===== src/rtl/vector_player_pkg.sv =====
// Shared types for the vector_player stimulus/response engine.
// Default widths here; every module re-sizes through its own parameters.
package vector_player_pkg;

  localparam int IN_W_D  = 2;
  localparam int OUT_W_D = 1;

  typedef enum logic [1:0] {
    S_IDLE = 2'd0,
    S_RUN  = 2'd1,
    S_DONE = 2'd2
  } state_t;

  typedef struct packed {
    logic [IN_W_D-1:0]  stim;
    logic [OUT_W_D-1:0] exp;
    logic [OUT_W_D-1:0] mask;
  } vector_entry_t;

  function automatic int clamp_num(input int n, input int lim);
    return (n > lim) ? lim : n;
  endfunction

endpackage


===== src/rtl/vector_mem.sv =====
// Vector storage: one synchronous write port, one combinational read port.
// No reset, so loaded vectors survive a controller reset.
module vector_mem
  import vector_player_pkg::*;
#(
  parameter int IN_W  = IN_W_D,
  parameter int OUT_W = OUT_W_D,
  parameter int DEPTH = 16,
  localparam int AW   = $clog2(DEPTH)
) (
  input  logic             clk,
  input  logic             i_we,
  input  logic [AW-1:0]    i_waddr,
  input  logic [IN_W-1:0]  i_stim,
  input  logic [OUT_W-1:0] i_exp,
  input  logic [OUT_W-1:0] i_mask,
  input  logic [AW-1:0]    i_raddr,
  output logic [IN_W-1:0]  o_stim,
  output logic [OUT_W-1:0] o_exp,
  output logic [OUT_W-1:0] o_mask
);

  typedef struct packed {
    logic [IN_W-1:0]  stim;
    logic [OUT_W-1:0] exp;
    logic [OUT_W-1:0] mask;
  } entry_t;

  entry_t r_mem [DEPTH];
  entry_t w_rd;

  always_ff @(posedge clk) begin
    if (i_we) r_mem[i_waddr] <= {i_stim, i_exp, i_mask};
  end

  assign w_rd   = r_mem[i_raddr];
  assign o_stim = w_rd.stim;
  assign o_exp  = w_rd.exp;
  assign o_mask = w_rd.mask;

endmodule


===== src/rtl/vector_player.sv =====
// Plays stored vectors onto a DUT bus with programmable hold and
// compares the masked response, counting and locating mismatches.
module vector_player
  import vector_player_pkg::*;
#(
  parameter int IN_W   = IN_W_D,
  parameter int OUT_W  = OUT_W_D,
  parameter int DEPTH  = 16,
  parameter int HOLD_W = 4,
  parameter int ERR_W  = 8,
  localparam int AW    = $clog2(DEPTH)
) (
  input  logic              clk,
  input  logic              rst,
  input  logic              ld_en,
  input  logic [AW-1:0]     ld_addr,
  input  logic [IN_W-1:0]   ld_stim,
  input  logic [OUT_W-1:0]  ld_exp,
  input  logic [OUT_W-1:0]  ld_mask,
  input  logic              start,
  input  logic              stop,
  input  logic [AW:0]       num_vec,
  input  logic [HOLD_W-1:0] hold_cycles,
  input  logic              loop_en,
  output logic [IN_W-1:0]   stim_out,
  input  logic [OUT_W-1:0]  resp_in,
  output logic              busy,
  output logic              done,
  output logic [AW-1:0]     vec_idx,
  output logic [ERR_W-1:0]  err_cnt,
  output logic              first_err_valid,
  output logic [AW-1:0]     first_err_idx
);

  state_t            r_state;
  logic [AW:0]       r_num;
  logic [HOLD_W-1:0] r_hold_ld;
  logic [HOLD_W-1:0] r_hold;
  logic              r_loop;
  logic [IN_W-1:0]   r_stim;
  logic [OUT_W-1:0]  r_exp;
  logic [OUT_W-1:0]  r_mask;
  logic [AW-1:0]     r_idx;
  logic              r_busy;
  logic              r_done;
  logic [ERR_W-1:0]  r_err;
  logic              r_fv;
  logic [AW-1:0]     r_fidx;

  logic              w_we;
  logic              w_last;
  logic              w_mis;
  logic [AW:0]       w_num;
  logic [AW-1:0]     w_raddr;
  logic [IN_W-1:0]   w_stim;
  logic [OUT_W-1:0]  w_exp;
  logic [OUT_W-1:0]  w_mask;

  assign w_we   = ld_en && (r_state != S_RUN);
  assign w_num  = (AW+1)'(clamp_num(int'(num_vec), DEPTH));
  assign w_last = ({1'b0, r_idx} == r_num - 1'b1);
  assign w_mis  = |((resp_in ^ r_exp) & r_mask);

  // Read port always points at the vector to load on the next edge.
  assign w_raddr = (r_state == S_RUN && !w_last) ? r_idx + 1'b1 : '0;

  vector_mem #(
    .IN_W  (IN_W),
    .OUT_W (OUT_W),
    .DEPTH (DEPTH)
  ) u_mem (
    .clk     (clk),
    .i_we    (w_we),
    .i_waddr (ld_addr),
    .i_stim  (ld_stim),
    .i_exp   (ld_exp),
    .i_mask  (ld_mask),
    .i_raddr (w_raddr),
    .o_stim  (w_stim),
    .o_exp   (w_exp),
    .o_mask  (w_mask)
  );

  always_ff @(posedge clk or posedge rst) begin
    if (rst) begin
      r_state   <= S_IDLE;
      r_num     <= '0;
      r_hold_ld <= '0;
      r_hold    <= '0;
      r_loop    <= 1'b0;
      r_stim    <= '0;
      r_exp     <= '0;
      r_mask    <= '0;
      r_idx     <= '0;
      r_busy    <= 1'b0;
      r_done    <= 1'b0;
      r_err     <= '0;
      r_fv      <= 1'b0;
      r_fidx    <= '0;
    end else begin
      unique case (r_state)
        S_RUN: begin
          if (stop) begin
            r_state <= S_IDLE;
            r_busy  <= 1'b0;
          end else if (r_hold != '0) begin
            r_hold <= r_hold - 1'b1;
          end else begin
            if (w_mis) begin
              if (r_err != '1) r_err <= r_err + 1'b1;
              if (!r_fv) begin
                r_fv   <= 1'b1;
                r_fidx <= r_idx;
              end
            end
            if (w_last && !r_loop) begin
              r_state <= S_DONE;
              r_busy  <= 1'b0;
              r_done  <= 1'b1;
            end else begin
              r_idx  <= w_raddr;
              r_stim <= w_stim;
              r_exp  <= w_exp;
              r_mask <= w_mask;
              r_hold <= r_hold_ld;
            end
          end
        end
        default: begin
          if (start && !stop) begin
            r_err     <= '0;
            r_fv      <= 1'b0;
            r_fidx    <= '0;
            r_idx     <= '0;
            r_num     <= w_num;
            r_hold_ld <= hold_cycles;
            r_loop    <= loop_en;
            if (w_num == '0) begin
              r_state <= S_DONE;
              r_busy  <= 1'b0;
              r_done  <= 1'b1;
            end else begin
              r_state <= S_RUN;
              r_busy  <= 1'b1;
              r_done  <= 1'b0;
              r_stim  <= w_stim;
              r_exp   <= w_exp;
              r_mask  <= w_mask;
              r_hold  <= hold_cycles;
            end
          end
        end
      endcase
    end
  end

  assign stim_out        = r_stim;
  assign busy            = r_busy;
  assign done            = r_done;
  assign vec_idx         = r_idx;
  assign err_cnt         = r_err;
  assign first_err_valid = r_fv;
  assign first_err_idx   = r_fidx;

endmodule


===== config.mk =====
export PLATFORM = sky130hd
export DESIGN_NAME = vector_player
export DESIGN_NICKNAME = d
export VERILOG_FILES = /design/src/rtl/vector_player_pkg.sv /design/src/rtl/vector_mem.sv /design/src/rtl/vector_player.sv
export SDC_FILE = /design/constraint.sdc
export NUM_CORES = 1
export LEC_CHECK = 0
export ABC_AREA = 1
export CAP_MARGIN = 30
export CORE_UTILIZATION = 52
export CTS_BUF_LIST = sky130_fd_sc_hd__clkbuf_8 sky130_fd_sc_hd__clkbuf_16
export DETAILED_ROUTE_END_ITERATION = 8
export GPL_ROUTABILITY_DRIVEN = 0
export PLACE_DENSITY_LB_ADDON = 0.08
export SYNTH_ARGS = -nofsm -noshare
export SYNTH_HDL_FRONTEND = slang
export SYNTH_SLANG_ARGS = --single-unit

===== constraint.sdc =====
create_clock -name clk -period 2.1 [get_ports clk]
set_clock_uncertainty 0.15 [all_clocks]
set_input_delay 0.42 -clock clk [delete_from_list [all_inputs] [get_ports clk]]
set_output_delay 0.42 -clock clk [all_outputs]
set_load 0.02 [all_outputs]

Word-level counts from Yosys, hierarchy flattened:

Memories as Yosys holds them, arrays and structs flattened.
Cells that the tools add are included.

* order comparisons: 1
* reductions and logical operators: 19
* bitwise operators: 3
* add/subtract/negate cells: 4
* multiplexer cells: 67
* equal/unequal tests: 15

Operators by type and width (number)
* 4-bit two-way mux: 17
* 8-bit two-way mux: 6
* 1-bit two-way mux: 31
* 2-bit two-way mux: 12
* 4-bit AND reduction: 4
* 5-bit AND reduction: 3
* 2-bit != test (second input constant): 6
* 8-bit by 1-bit adder with 8-bit output (second input constant): 1
* 8-bit != test (second input constant): 1
* 2-bit by 1-bit != test with 1-bit output (second input constant): 3
* 3-bit != test (second input constant): 2
* 4-bit by 5-bit == test with 1-bit output: 1
* 5-bit greater-than comparator (second input constant): 1
* 5-bit zero test: 1
* 5-bit two-way mux: 1
* 5-bit by 1-bit subtractor with 5-bit output (second input constant): 1
* 4-bit by 1-bit adder with 4-bit output (second input constant): 1
* 1-bit logical AND: 4
* 4-bit nonzero test: 1
* 4-bit by 1-bit subtractor with 4-bit output (second input constant): 1
* 1-bit zero test: 3
* 3-bit by 2-bit != test with 1-bit output (second input constant): 1
* 3-bit AND reduction: 1
* 2-bit by 1-bit == test with 1-bit output (second input constant): 1
* 5 further kinds: 5

* input bits: 24
* memory bits (writable): 64
* memories: 1
* output and inout bits: 21
* flip-flop bits (word level): 39
* word-level logic and storage cells: 124

Memory list
* u_mem.r_mem: words 16, bits a word 4, rd ports 1, clocked after memory_dff 0, write ports 1, line vector_mem.sv:29 `entry_t r_mem [DEPTH];`

Longest topological paths before layout:

Gate-level depths: netlist of run 1.
An unclocked memory read counts as a cell.

* depth in word-level cells: 10
* mapped depth: 17
* depth with buffers taken out: 17

Modules after synthesis:

Synthesis of run 1 repeated with hierarchy kept, for this count alone.

* cell total of the unflattened synthesis: 572
* area total of the unflattened synthesis: 5103.6 um2

By module, submodules not included
* vector_mem: seq. area each 1921.8 um2, area an instance 2886.5 um2, instances 1, cells each 286
* vector_player: seq. area each 950.9 um2, area an instance 2217.1 um2, instances 1, cells each 286

Least setup slack after synthesis of run 1:

Ideal clock, no wire load.

* path kind: register to register
* start point: register r_state[0]
* end point: memory u_mem.r_mem[0][0] in the netlist's numbering, enable pin
* library setup time: 0.329 ns
* clock period less this slack: 2.133 ns
* cell stages (with the launch flop): 9
* setup slack: -0.033 ns
* data arrival time: 1.653 ns
* path buffers: 3
* cells stage by stage: dfrtp_1 nand2_1 buf_4 inv_2 buf_2 buf_2 nor2_1 nand3_1 nor2_1

* word-level cells in the longest chain between the ends: 4

RTL lines
* start: declaration: line vector_player.sv:35 `state_t r_state;`
* start signal: assignment: line vector_player.sv:86 `r_state <= S_IDLE;`
* start signal: assignment: line vector_player.sv:104 `r_state <= S_IDLE;`
* start signal: assignment: line vector_player.sv:117 `r_state <= S_DONE;`
* 2-bit by 1-bit != test with 1-bit output: line vector_player.sv:59 `assign w_we = ld_en && (r_state != S_RUN);`
* 1-bit logical AND: line vector_player.sv:59
* 1-bit two-way mux: line vector_mem.sv:33 `if (i_we) r_mem[i_waddr] <= {i_stim, i_exp, i_mask};`
* 1-bit two-way mux (not written as such): line vector_mem.sv:33
* end: declaration: line vector_mem.sv:29

Every way passes these cells.

Worst setup path in the final report of run 1:

* start point: register r_num[1]
* end point: register r_stim[0] (netlist: stim_out[0])

* word-level cells in the longest chain between the ends: 10
* elaborated cells on any way between the ends: 15
* classes of those cells: add/sub: 1; eq/ne: 2; mux: 7; reduce/logical: 4; memory: 1

RTL lines
* start: declaration: line vector_player.sv:36 `logic [AW:0] r_num;`
* start signal: assignment: line vector_player.sv:135 `r_num <= w_num;`
* 5-bit by 1-bit subtractor with 5-bit output (*): line vector_player.sv:61 `assign w_last = ({1'b0, r_idx} == r_num - 1'b1);`
* 4-bit by 5-bit == test with 1-bit output (*): line vector_player.sv:61
* 1-bit zero test: line vector_player.sv:65 `assign w_raddr = (r_state == S_RUN && !w_last) ? r_idx + 1'b1 : '0;`
* 1-bit logical AND: line vector_player.sv:65
* 4-bit two-way mux: line vector_player.sv:65
* memory 16 x 4 bit
* 2-bit two-way mux: line vector_player.sv:116 `if (w_last && !r_loop) begin`
* 2-bit two-way mux: line vector_player.sv:106 `end else if (r_hold != '0) begin`
* 2-bit two-way mux: line vector_player.sv:103 `if (stop) begin`
* 2-bit two-way mux: line vector_player.sv:101 `unique case (r_state)`
* end signal: assignment: line vector_player.sv:122 `r_stim <= w_stim;`
* end signal: assignment: line vector_player.sv:146 `r_stim <= w_stim;`
* end: declaration: line vector_player.sv:40 `logic [IN_W-1:0] r_stim;`

Every way passes the cells marked *; elsewhere a longest branch is shown, timed or not. The select of a mux whose other input is x is not followed.
A chain may end at the register's enable or synchronous reset.

==> impl_summary.md, run 1 <==
Synth
The number of flops mapped to enable cells by yosys is 64. The multiplexer area fraction after synthesis is 0%. The Yosys step of the flow raised 0 warnings. The async set-or-reset flop fraction in the synthesized netlist is 37.3%. For this run, the leading register cell type out of synthesis is sky130_fd_sc_hd__edfxtp_1. The post-synth design cell area is about 5000 um2. By area, the combinational part of the netlist is dominated by simple AND/OR/NAND/NOR gates. After Yosys synthesis, XOR and XNOR cells account for 0.351% of the synthesized area. The net count of the mapped netlist is 590.

The post-synthesis average cell area is 8.87 um2. The count of unique library cells instantiated by Yosys is 34. In this run, synthesis produced a sequential element count of around 100. The adder and majority cell fraction of the synthesized area is under 10%. Counting every instance in the synthesized netlist gives approximately 560. Summing the sequential cell areas from Yosys gives 57.6% of the chip area. The area fraction in and, or, nand and nor cells after synthesis is 26.1%.

Summing the areas of all compound-gate instances in the mapped netlist gives under 10% of the synthesized area.

Power and ir drop
The worst voltage drop across the vdd grid is 0.000629 V. The total power consumption of the routed design is between 7 and 8 mW. The analysis attributes to cell leakage a power of ~3 nW.

The power density over cell area is approximately 1100 nW/um2.

Die
The standard-cell row count is 35. The area of the die is 9980 um2. The number of I/O pins is between 40 and 50. The height of the die is 99.9 um. After floorplanning, the core was sized to cover 9280 um2. The width of the die is 99.9 um. Once the floorplan was initialized, standard cells occupied 53.7% of the core.

Clocking
The number of buffers inserted by hold repair at cts is 0. The clock latency on the worst-skew pair is 0.37 ns. The CTS clock-pin slew for the worst setup and hold paths is roughly 0.10 ns. The count of H-tree levels built during CTS is 3. In this run, CTS created clock tree buffers numbering 9. The clock tree from TritonCTS is built. Clock tree synthesis found a total of 102 sinks. CTS placed an instance of sky130_fd_sc_hd__clkbuf_8 at the clock tree root. In this run the deepest clock path goes through 2 buffers.

Setup path
The endpoint type of the worst setup path is a register. The worst register-to-register path has a setup slack of -0.20 ns. The launching element type of the critical path is a register. Data arrives at the worst endpoint at 2.42 ns.

The biggest fanout along the worst timing path is 6. The kind of critical path is register to register. The required time at the endpoint of the critical path is 2.22 ns.

Placed design
The number of buffers added on ports is 44. Counting tap cells, the placed design contains a total of roughly 770 instances. The setup slack after placement is -0.245 ns. The wire-length estimate of the detail-placed layout is 7820 um.

Final layout
Cells with a size suffix above 1 make up around 30% of the layout. The repair_antennas step left the layout with diodes totalling 0. The finished layout holds 806 standard cells, fillers aside. The area growth from synthesis to layout is 35.3%. The post-layout net count is 700. Cells fill 72.7% of the core in the end.

Global route
The maximum number of pins on one net before global-route repair is 39. The global router's overall resource usage is 23.9%. The first-pass GRT wire length is 18200 um. The initial antenna violation count is 0. The number of global-route vias before repair is roughly 3900. The total overflow left after global routing is 0.

Timing
The final setup violation count is 14. The final worst hold slack is about 0.32 ns. The number of pins with negative max-slew slack in the final report was 0. The transition time at the pin with the least slew margin is slightly below 0.5 ns. The highest achievable clock rate is ~0.43 GHz. The final period utilization is 110%.

The worst setup margin is -0.201 ns. The time the worst path needs with I/O delays and setup is 2.30 ns. The final-report hold violation count is 0.

The remaining max-slew budget at the tightest pin is around 67%. Setup repair after global routing could not meet its margin everywhere.

Outcome
The final reports fail on negative setup slack. The run finished, with violations left.

Flow run
The tool flagged a number of max-cap violations equal to 0.

Drt
The total via count in the routed design is around 4200. Before antenna repair, the detailed router went through 5 iterations. The detail-routed net length per standard cell is approximately 15 um. The via count normalized by instance count is about 5.2. The number of design rule violations left after detail routing is 0.

The starting DRC count in detailed routing is approximately 200. The number of nets still failing antenna checks after routing is 0. The final wirelength is 12100 um.

Worst hold path
The class of the tightest hold or removal check is input pin to asynchronous set/reset pin.
## per-layer routing
layer	up-vias	part of all wire, %	wire [um]	global-route usage (%)
li1	2071	-	-	-
met1	1998	43	5160	30.7
met2	121	50	6040	40.4
met3	25	4.7	572	5.01
met4	0	2.4	294	7.92
met5	-	0	0	0
## area by class of cell
cell class | count | area, um2
clock buffers | 9 | 124
well taps | 129 | 161
multi-input cells | 348 | 2070
flip-flops and latches | 102 | 2870
fillers | 691 | 2540
repair buffers | 117 | 1100
inverters | 94 | 365
clock inverters | 7 | 51.3
## path summary, 6_finish.rpt
check | from | end | depth (start not counted)
max | r_num[1] | stim_out[0] | 17
min | rst | first_err_valid | 3
max reg2reg | r_num[1] | stim_out[0] | 17
min reg2reg | r_hold_ld[0] | r_hold_ld[0] | 2
max in group asynchronous | rst | r_state[0] | 3
min in group clk | r_hold_ld[0] | r_hold_ld[0] | 2
## power by group
part / total (mW) / internal (mW) / switching (mW)
registers: 2.59 / 2.40 / 0.189
clock network: 1.12 / 0.437 / 0.684
logic: 3.94 / 1.72 / 2.23
## per-stage QoR
step	instance area, um2	TNS (ns)
6_report	6750	-1.91
4_1_cts	6250	-1.22
5_1_grt	6750	-3.92
3_3_place_gp	5940	-1.65
2_1_floorplan	4980	-2.09
3_5_place_dp	5940	-3.12
## layout by cell type (no fill, tap or decap), types with 3 or more instances in the layout
cell,count
sky130_fd_sc_hd__edfxtp_1,64
sky130_fd_sc_hd__or2_2,3
sky130_fd_sc_hd__nand2_4,4
sky130_fd_sc_hd__buf_4,61
sky130_fd_sc_hd__buf_12,5
sky130_fd_sc_hd__inv_2,12
sky130_fd_sc_hd__dfrtp_1,38
sky130_fd_sc_hd__nand3_2,33
sky130_fd_sc_hd__inv_4,3
sky130_fd_sc_hd__a21oi_1,9
sky130_fd_sc_hd__nor2_4,3
sky130_fd_sc_hd__nor3_1,3
sky130_fd_sc_hd__nand4_1,29
sky130_fd_sc_hd__o21ai_2,4
sky130_fd_sc_hd__o21ai_0,26
sky130_fd_sc_hd__nand2_1,85
sky130_fd_sc_hd__nor2_2,10
sky130_fd_sc_hd__nand3_4,4
sky130_fd_sc_hd__clkbuf_8,9
sky130_fd_sc_hd__nand2_2,30
sky130_fd_sc_hd__buf_6,5
sky130_fd_sc_hd__nand3_1,25
sky130_fd_sc_hd__o21ai_1,7
sky130_fd_sc_hd__inv_1,80
sky130_fd_sc_hd__clkdlybuf4s50_1,42
sky130_fd_sc_hd__nor2_1,56
## Yosys cell counts (2+ instances only)
master	n	area share, %
sky130_fd_sc_hd__nand3_2	4	0.80
sky130_fd_sc_hd__a21oi_1	10	1.0
sky130_fd_sc_hd__clkbuf_1	3	0.23
sky130_fd_sc_hd__edfxtp_1	64	39
sky130_fd_sc_hd__nor3_1	3	0.30
sky130_fd_sc_hd__inv_1	87	6.6
sky130_fd_sc_hd__o21ai_0	36	3.6
sky130_fd_sc_hd__buf_1	2	0.15
sky130_fd_sc_hd__inv_2	6	0.45
sky130_fd_sc_hd__nand2_1	119	9.0
sky130_fd_sc_hd__or2_2	3	0.38
sky130_fd_sc_hd__xor2_1	2	0.35
sky130_fd_sc_hd__nor2_1	65	4.9
sky130_fd_sc_hd__nor2_2	3	0.38
sky130_fd_sc_hd__ha_1	4	1.0
sky130_fd_sc_hd__buf_4	3	0.45
sky130_fd_sc_hd__nand4_1	29	3.6
sky130_fd_sc_hd__dfrtp_1	38	19
sky130_fd_sc_hd__nand3_1	58	5.8
sky130_fd_sc_hd__buf_2	9	0.90
## flip-flops by register name, indices dropped and copies added, names as in the netlist, 2 cells and up
register and cells:
vec_idx 4, u_mem.r_mem 64, r_num 5, r_hold 4
stim_out 2, r_hold_ld 4, first_err_idx 4, err_cnt 8
r_state 2
## what timing repair did
action                                  4_1_cts  5_1_grt
hold endpoints to repair                      0        0
setup buffers                                10        8
endpoints found under the setup margin       18       44
gates cloned                                  0        3
gates resized for setup                      28      103
pin swaps                                    12       35
## critical path, stage by stage (launching register included)
cell,delay [ns]
sky130_fd_sc_hd__dfrtp_1,0.38
sky130_fd_sc_hd__inv_2,0.08
sky130_fd_sc_hd__ha_4,0.21
sky130_fd_sc_hd__nand2_2,0.07
sky130_fd_sc_hd__inv_2,0.03
sky130_fd_sc_hd__nor2_1,0.08
sky130_fd_sc_hd__nand2_1,0.06
sky130_fd_sc_hd__nor2_2,0.14
sky130_fd_sc_hd__nand3_4,0.17
sky130_fd_sc_hd__nand3_4,0.20
sky130_fd_sc_hd__clkbuf_16,0.18
sky130_fd_sc_hd__nand2_4,0.05
sky130_fd_sc_hd__nand3_2,0.07
sky130_fd_sc_hd__nand3_2,0.08
sky130_fd_sc_hd__nand3_2,0.09
sky130_fd_sc_hd__nand2_2,0.06
sky130_fd_sc_hd__nand2_1,0.05
sky130_fd_sc_hd__nand2_1,0.05
## logic make-up after synthesis
group,count (synthesis)
AO/OA/AOI/OAI,53
buffers and inverters,112
flip-flops,102
XOR/XNOR,2
adder cells (fa/ha/maj),4
AND/OR/NAND/NOR,289
Power figures use the tool's default switching activity.
==> inputs of run 2 (changes only) <==
==> constraint.sdc (replaced) <==
create_clock -name clk -period 2.07 [get_ports clk]
set_clock_uncertainty 0.15 [all_clocks]
set_input_delay 0.414 -clock clk [delete_from_list [all_inputs] [get_ports clk]]
set_output_delay 0.414 -clock clk [all_outputs]
set_load 0.02 [all_outputs]
==> impl_summary.md, run 2 (synthesis gave the netlist of run 1 again) <==
Outcome
The flow ran to the end, but the final reports show violations. The checks that failed: negative setup slack.

Global route
The most used routing layer is met2. The maximum number of pins on one net before global-route repair was 39 (unchanged). The global-route met3 utilization was 3.76% (-1.3 points). The met1 usage is 30.5% (-0.22 points).

The first-pass GRT wire length was 18100 um (-0.68%). The number of global-route vias before repair is 3808 (-1.8%). The initial antenna violation count is 0 (unchanged). The global router's overall resource usage is 23.5% (-0.41 points). The met2 global-route usage came to 40.5% (+0.11 points). The remaining global-route overflow came to 0 (unchanged).

Clocking
The CTS clock-pin slew for the worst setup and hold paths was 0.10 ns (about the same). The clock latency on the worst-skew pair is 0.37 ns (about the same). The clock tree from TritonCTS is built.

The CTS sink count is 102 (unchanged). The tree is rooted in a sky130_fd_sc_hd__clkbuf_8. The buffer depth of the longest clock path was 2 (unchanged). The number of buffers inserted during clock tree synthesis is 9 (unchanged). The count of H-tree levels built during CTS is 3 (unchanged).

Setup path
The startpoint identified for the worst register-to-register timing path is r_num[0]. The kind of critical path is register to register. The required time at the endpoint of the critical path is 2.20 ns (-0.02 ns). The worst reg2reg path endpoint is vec_idx[0]. The arrival time at the worst endpoint is 2.55 ns (+0.13 ns). The worst-case register-to-register setup slack came to -0.34 ns (-0.14 ns).

The biggest fanout along the worst timing path is 8 (+2). The worst setup path is captured at a register. The critical path goes through inv_2 -> ha_4 -> nand2_2 -> inv_2 -> nor2_2 -> nand2_1 -> nor2_2 -> nand3_4 -> buf_6 -> or2_4 -> o21ai_4 -> buf_12 -> nand2_4 -> o21ai_2. The worst reg-to-reg path cell count is 14 (-3).

The launching element type of the critical path is a register. On the critical path, the stage with the largest delay is an instance of sky130_fd_sc_hd__dfrtp_1. The largest stage delay on the critical path came to 0.41 ns (+0.03 ns).

Timing
The time the worst path needs with I/O delays and setup is 2.41 ns (+0.114 ns). The transition time at the pin with the least slew margin is 0.491 ns (+0.00210 ns). The number of pins with negative max-slew slack in the final report was 0 (unchanged). The remaining max-slew budget at the tightest pin is 67.3% (+0.20 points).

The final setup violation count is 89 (+75). The final-report hold violation count is 0 (unchanged). Setup repair after global routing could not meet its margin everywhere. The final period utilization came to 117% (+7.1 points).

The highest achievable clock rate is 0.414 GHz (-4.7%). The worst setup margin is -0.344 ns (-0.144 ns).

Final layout
More flip-flops sit in one register than any other, and that register is u_mem.r_mem. The top cell types in the final layout, fill and taps aside, are sky130_fd_sc_hd__nand2_1, sky130_fd_sc_hd__inv_1, sky130_fd_sc_hd__edfxtp_1. The post-layout net count is 684 (-2.3%). The area growth from synthesis to layout is 30.4%.

The library cell used most frequently in the layout, excluding fill and tap cells, is sky130_fd_sc_hd__nand2_1. The number of antenna diodes came to 0 (unchanged). The number of filler cells placed in the layout is 708 (+2.5%).

The cell area after layout is 6500 um2 (-3.6%). The fraction of final layout cells sized beyond drive strength 1 was 23.6% (-6.7 points). The number of cells in the finished layout apart from fillers was 790 (-2.0%). The flip-flop count of the largest register, all copies and words added is 64 (unchanged).

Drt
The detail-routed net length per standard cell is 14.7 um (-1.7%). The starting DRC count in detailed routing came to 253 (+26%). The final wirelength is 11600 um (-3.7%). The number of design rule violations left after detail routing is 0 (unchanged). The number of nets still failing antenna checks after routing came to 0 (unchanged). The total iterations of the first detailed-routing run came to 5 (unchanged).

The via count normalized by instance count came to 5.20 (-0.54%). The total via count in the routed design is 4109 (-2.5%).

Die
The width of the die is 99.9 um (unchanged). The starting utilization of the core area came to 53.7% (unchanged). The area of the die is 9980 um2 (unchanged). The placeable core region came to 9280 um2 (unchanged). The number of I/O pins is 45 (unchanged). The standard-cell row count is 35 (unchanged). The height of the die was 99.9 um (unchanged).

Power and ir drop
The power density over cell area was 1130 nW/um2 (-0.54%). The worst voltage drop across the vdd grid came to 0.000430 V (-32%). The leakage power of the design is 2.91 nW (-4.9%).

Placed design
The number of buffers added on ports came to 44 (unchanged). The number of placed instances with taps included was 756 (-1.7%). The detailed-placement wirelength estimate is 7670 um (-2.0%).

The instance area at placement is 5930 um2 (-0.15%).

Worst hold path
The min-delay analysis places its worst path in the category input pin to asynchronous set/reset pin.

Flow run
The count of maximum capacitance violations came to 0 (unchanged).
-- run 2: changes by cell type in the layout (fill, tap and decap cells not counted), sizes merged --
| cell | change |
|---|---|
| dlygate4sd2 | -2 |
| inv | -4 |
| buf | -19 |
| nand3 | +2 |
| dlymetal6s2s | +2 |
| clkinv | +4 |
| clkbuf | +1 |
-- run 2: cell type report --
| cell class | count | area [um2] | area share (%) |
|---|---|---|---|
| clock buffer | 9 | 124 | 1.91 |
| clock inverter | 7 | 50.0 | 0.770 |
| tap | 129 | 161 | 2.48 |
| multi-input combinational | 350 | 1960 | 30.1 |
| inverter | 94 | 357 | 5.48 |
| sequential | 102 | 2870 | 44.2 |
| timing repair buffer | 99 | 981 | 15.1 |
-- run 2: worst max-delay path by stage --
stage | depth (start not counted) | endpoint | startpoint | slack [ns]
floorplan | 15 | err_cnt[7] | r_hold[0] | 0.01
global placement | 13 | err_cnt[7] | stop | -0.15
detailed placement | 13 | err_cnt[7] | stop | -0.19
CTS | 16 | stim_out[0] | r_num[0] | -0.20
global route | 17 | stim_out[0] | r_num[1] | -0.49
finish | 14 | vec_idx[0] | r_num[0] | -0.34
-- run 2: what timing repair did --
action,CTS,global route
setup buffers,1,13
hold buffers,0,0
resized for setup,21,54
pin swaps,4,33
cloned,1,3
endpoints found under the setup margin,17,51
-- run 2: through the flow --
step	utilization [%]	power [mW]	setup WS (ns)	TNS, ns	hold slack, ns
3_3_place_gp	63.9	5.52	-0.150	-1.49	0.306
2_1_floorplan	-	4.56	0.0130	0	0.292
3_5_place_dp	63.9	5.60	-0.189	-2.01	0.316
6_report	70.0	7.34	-0.344	-11.87	0.313
5_1_grt	70.0	7.82	-0.488	-23.34	0.354
4_1_cts	66.3	6.82	-0.200	-1.98	0.315
-- run 2: layer usage --
layer | routed length (um) | vias up
met1 | 5040 | 1918
li1 | - | 2038
met4 | 218 | 0
met5 | 0 | -
met3 | 614 | 18
met2 | 5750 | 135
-- run 2: power breakdown --
| group | leakage, nW | internal (mW) | switching [mW] |
|---|---|---|---|
| sequential | 1.07 | 2.44 | 0.186 |
| combinational | 1.75 | 1.49 | 2.10 |
| clock | 0.0832 | 0.439 | 0.689 |
| total | 2.91 | 4.36 | 2.98 |
-- run 2: worst max-delay path, delay by kind of cell (launching register included) --
| kind | cells | cell delay, ns |
|---|---|---|
| AO/OA/AOI/OAI | 2 | 0.29 |
| adder cells (fa/ha/maj) | 1 | 0.20 |
| buffers and inverters | 4 | 0.44 |
| flip-flops | 1 | 0.41 |
| AND/OR/NAND/NOR | 7 | 0.85 |
==> inputs of run 3 (changes only) <==
--- a/config.mk
+++ b/config.mk
@@ -14,4 +14,5 @@
 export PLACE_DENSITY_LB_ADDON = 0.08
 export SYNTH_ARGS = -nofsm -noshare
 export SYNTH_HDL_FRONTEND = slang
+export SYNTH_HIERARCHICAL = 1
 export SYNTH_SLANG_ARGS = --single-unit
==> impl_summary.md, run 3 <==
Outcome
The run finished, with violations left. The checks that failed: negative setup slack.

Final layout
The number of filler cells placed in the layout came to 753 (+6.4%). In the layout the commonest cells are sky130_fd_sc_hd__nand2_1, sky130_fd_sc_hd__inv_1, sky130_fd_sc_hd__edfxtp_1. The flip-flop count of the largest register, all copies and words added came to 64 (unchanged).

The number of antenna diodes is 0 (unchanged). The fraction of final layout cells sized beyond drive strength 1 is 20.5% (-3.1 points). The cell area after layout is 6410 um2 (-1.3%). The number of cells in the finished layout apart from fillers came to 803 (+1.6%). The utilization after layout is 68.4% (-1.6 points). The library cell used most frequently in the layout, excluding fill and tap cells, is sky130_fd_sc_hd__nand2_1. The largest register by flop count is u_mem/r_mem.

The post-layout net count is 697 (+1.9%). The layout-stage area growth over the synthesis result is 25.7%.

Clocking
The CTS root buffer is sky130_fd_sc_hd__clkbuf_8. The CTS sink count was 102 (unchanged). The number of buffers inserted during clock tree synthesis was 9 (unchanged). The clock latency on the worst-skew pair came to 0.37 ns (about the same). The clock tree from TritonCTS is built.

The buffer depth of the longest clock path is 2 (unchanged). The CTS clock-pin slew for the worst setup and hold paths is 0.09 ns (about the same). The count of H-tree levels built during CTS came to 3 (unchanged).

Timing
The transition time at the pin with the least slew margin is 0.501 ns (+0.0106 ns). The final-report hold violation count came to 0 (unchanged). The final setup violation count is 4 (-96%).

The final worst hold slack is 0.312 ns (-0.00146 ns). The setup TNS is -1.12 ns (+10.75 ns). The highest achievable clock rate is 0.420 GHz (+1.3%). The worst setup margin came to -0.313 ns (+0.0314 ns). The number of pins with negative max-slew slack in the final report came to 0 (unchanged). The time the worst path needs with I/O delays and setup is 2.38 ns (-0.0314 ns). The final period utilization is 115% (-1.5 points). Setup repair after global routing could not meet its margin everywhere. The remaining max-slew budget at the tightest pin came to 66.6% (-0.70 points).

Drt
The total via count in the routed design is 4160 (+1.2%). The via count normalized by instance count came to 5.18 (-0.40%). The number of nets still failing antenna checks after routing came to 0 (unchanged).

The total iterations of the first detailed-routing run came to 4 (-1). The final wirelength is 11700 um (+1.0%). The number of design rule violations left after detail routing is 0 (unchanged). The detail-routed net length per standard cell is 14.6 um (-0.60%). The starting DRC count in detailed routing is 211 (-17%).

Global route
The first-pass GRT wire length is 19100 um (+6.0%). The initial antenna violation count was 0 (unchanged). The number of global-route vias before repair was 3969 (+4.2%). The global router's overall resource usage was 24.8% (+1.3 points). The maximum number of pins on one net before global-route repair is 39 (unchanged).

The remaining global-route overflow came to 0 (unchanged).

Placed design
The setup slack after placement was -0.449 ns (-0.260 ns). The detailed-placement wirelength estimate is 8200 um (+7.0%). The number of placed instances with taps included is 779 (+3.0%).

The number of buffers added on ports is 44 (unchanged). The instance area at placement came to 5990 um2 (+0.97%).

Synth
Among all cell types in the netlist, the one instantiated most often is sky130_fd_sc_hd__nand2_1. The yosys synthesis warning count was 6 (+6). The most area-hungry cell type in the Yosys netlist is sky130_fd_sc_hd__edfxtp_1. The adder and majority cell fraction of the synthesized area is 0.981% (-0.023 points). The cell count after synthesis is 572 (+1.8%).

After synthesis, the most frequently instantiated cells are sky130_fd_sc_hd__nand2_1, sky130_fd_sc_hd__inv_1, sky130_fd_sc_hd__nand3_1, sky130_fd_sc_hd__edfxtp_1, sky130_fd_sc_hd__dfrtp_1. The net count of the mapped netlist was 600 (+1.7%). The area fraction in and, or, nand and nor cells after synthesis was 27.9% (+1.9 points).

The multiplexer area fraction after synthesis is 0% (unchanged). The async set-or-reset flop fraction in the synthesized netlist is 37.3% (unchanged). The most used flip-flop cell after synthesis is sky130_fd_sc_hd__edfxtp_1.

The post-synthesis average cell area is 8.92 um2 (+0.59%). The share of synthesized area occupied by flip-flops and latches is 56.3% (-1.3 points). The fraction of synthesized cell area in xor and xnor cells is 1.03% (+0.68 points).

The synthesized-area fraction occupied by ao, oa, aoi and oai cells is 4.24% (-1.7 points). The count of unique library cells instantiated by Yosys came to 40 (+18%). The area share of the largest cell type after synthesis is 37.7% (-0.90 points). The largest family of logic cells by synthesized area is simple AND/OR/NAND/NOR gates. Sorting the synthesized cells by area gives the leading types as sky130_fd_sc_hd__edfxtp_1, sky130_fd_sc_hd__dfrtp_1, sky130_fd_sc_hd__nand2_1, sky130_fd_sc_hd__inv_1, sky130_fd_sc_hd__nand3_1. The post-synth design cell area is 5100 um2 (+2.4%).

The register bit count reported by yosys was 102 (unchanged). The number of flops mapped to enable cells by yosys is 64 (unchanged).

Setup path
The worst reg-to-reg path cell count came to 20 (+6). The endpoint type of the worst setup path is a register. Traced cell by cell, the critical path runs through inv_2 -> ha_4 -> inv_2 -> nand2_1 -> nand2_1 -> nor2_1 -> nand2_1 -> nor2_4 -> nand2_2 -> nand2_4 -> nor2_4 -> buf_12 -> clkbuf_16 -> nand2_1 -> nand3_1 -> nand3_1 -> nand3_2 -> nand2_1 -> nand4_1 -> nand2_1. The most used cell along the critical path is sky130_fd_sc_hd__nand2_1. The arrival time at the worst endpoint is 2.50 ns (-0.05 ns). The required time at the endpoint of the critical path is 2.19 ns (about the same).

The critical path in this run is classified as register to register. The critical path's slowest cell is sky130_fd_sc_hd__dfrtp_1. The launching element type of the critical path is a register.

The worst reg2reg path endpoint is stim_out[0]. The largest stage delay on the critical path was 0.40 ns (about the same). The biggest fanout along the worst timing path is 6 (-2). The startpoint identified for the worst register-to-register timing path is r_num[0]. The worst-case register-to-register setup slack is -0.31 ns (+0.03 ns).

Die
The width of the die came to 101 um (+1.2%). The placeable core region is 9370 um2 (+0.94%). The starting utilization of the core area is 54.5% (+0.77 points). The height of the die is 101 um (+1.2%). The standard-cell row count was 35 (unchanged). The area of the die was 10200 um2 (+2.3%). The number of I/O pins is 45 (unchanged).

Power and ir drop
The leakage power of the design is 2.97 nW (+2.0%). The total power consumption of the routed design is 7.81 mW (+6.4%). The power density over cell area is 1220 nW/um2 (+7.9%). The worst voltage drop across the vdd grid came to 0.000892 V (+110%).

Worst hold path
The min-delay analysis places its worst path in the category input pin to asynchronous set/reset pin.

Flow run
The count of maximum capacitance violations is 0 (unchanged).
==> run 3: kinds of logic after synthesis <==
group / after synthesis
fa+ha+maj: 4
flops: 102
compound gates: 34
xor+xnor: 6
simple gates: 318
buf+inv: 108
==> run 3: critical path, delay by kind of cell (launching register included) <==
family	cells	cell delay [ns]
fa+ha+maj	1	0.20
buf+inv	4	0.44
simple gates	15	1.08
flops	1	0.40
==> run 3: worst max-delay path by stage <==
stage | from | to | slack [ns] | cells after the start
3_5_place_dp | r_num[1] | stim_out[1] | -0.45 | 20
5_1_grt | r_num[0] | stim_out[0] | -0.49 | 20
4_1_cts | r_num[0] | r_exp | -0.26 | 21
2_1_floorplan | r_num[0] | r_mask | -0.24 | 21
3_3_place_gp | r_num[0] | stim_out[0] | -0.38 | 18
6_report | r_num[0] | stim_out[0] | -0.31 | 20
==> run 3: cell type report <==
class | count | area [um2] | share of cell area, %
clock buffers | 10 | 138 | 2.15
clock inverters | 6 | 43.8 | 0.683
inverters | 92 | 360 | 5.62
multi-input cells | 362 | 1890 | 29.5
flip-flops and latches | 102 | 2870 | 44.8
well taps | 129 | 161 | 2.52
repair buffers | 101 | 926 | 14.4
repair inverters | 1 | 16.3 | 0.254
==> run 3: power by group <==
| part | internal [mW] | switching (mW) | total, mW | leakage, nW |
|---|---|---|---|---|
| Clock | 0.476 | 0.691 | 1.17 | 0.0930 |
| Combinational | 1.63 | 2.34 | 3.97 | 1.80 |
| Sequential | 2.45 | 0.213 | 2.67 | 1.07 |
| Total | 4.56 | 3.25 | 7.81 | 2.97 |
==> run 3: timing repair <==
item | 4_1_cts | 5_1_grt
resized for setup | 20 | 36
buffers inserted | 4 | 5
hold buffers | 0 | 0
cloned | 1 | 1
endpoints found under the setup margin | 9 | 37
pin swaps | 11 | 12
==> run 3: metal layers <==
layer | GRT usage [%] | part of all wire (%)
met1 | 35.6 | 47
met2 | 38.8 | 46
met3 | 4.44 | 5.8
met4 | 6.80 | 1.4
met5 | 0 | 0
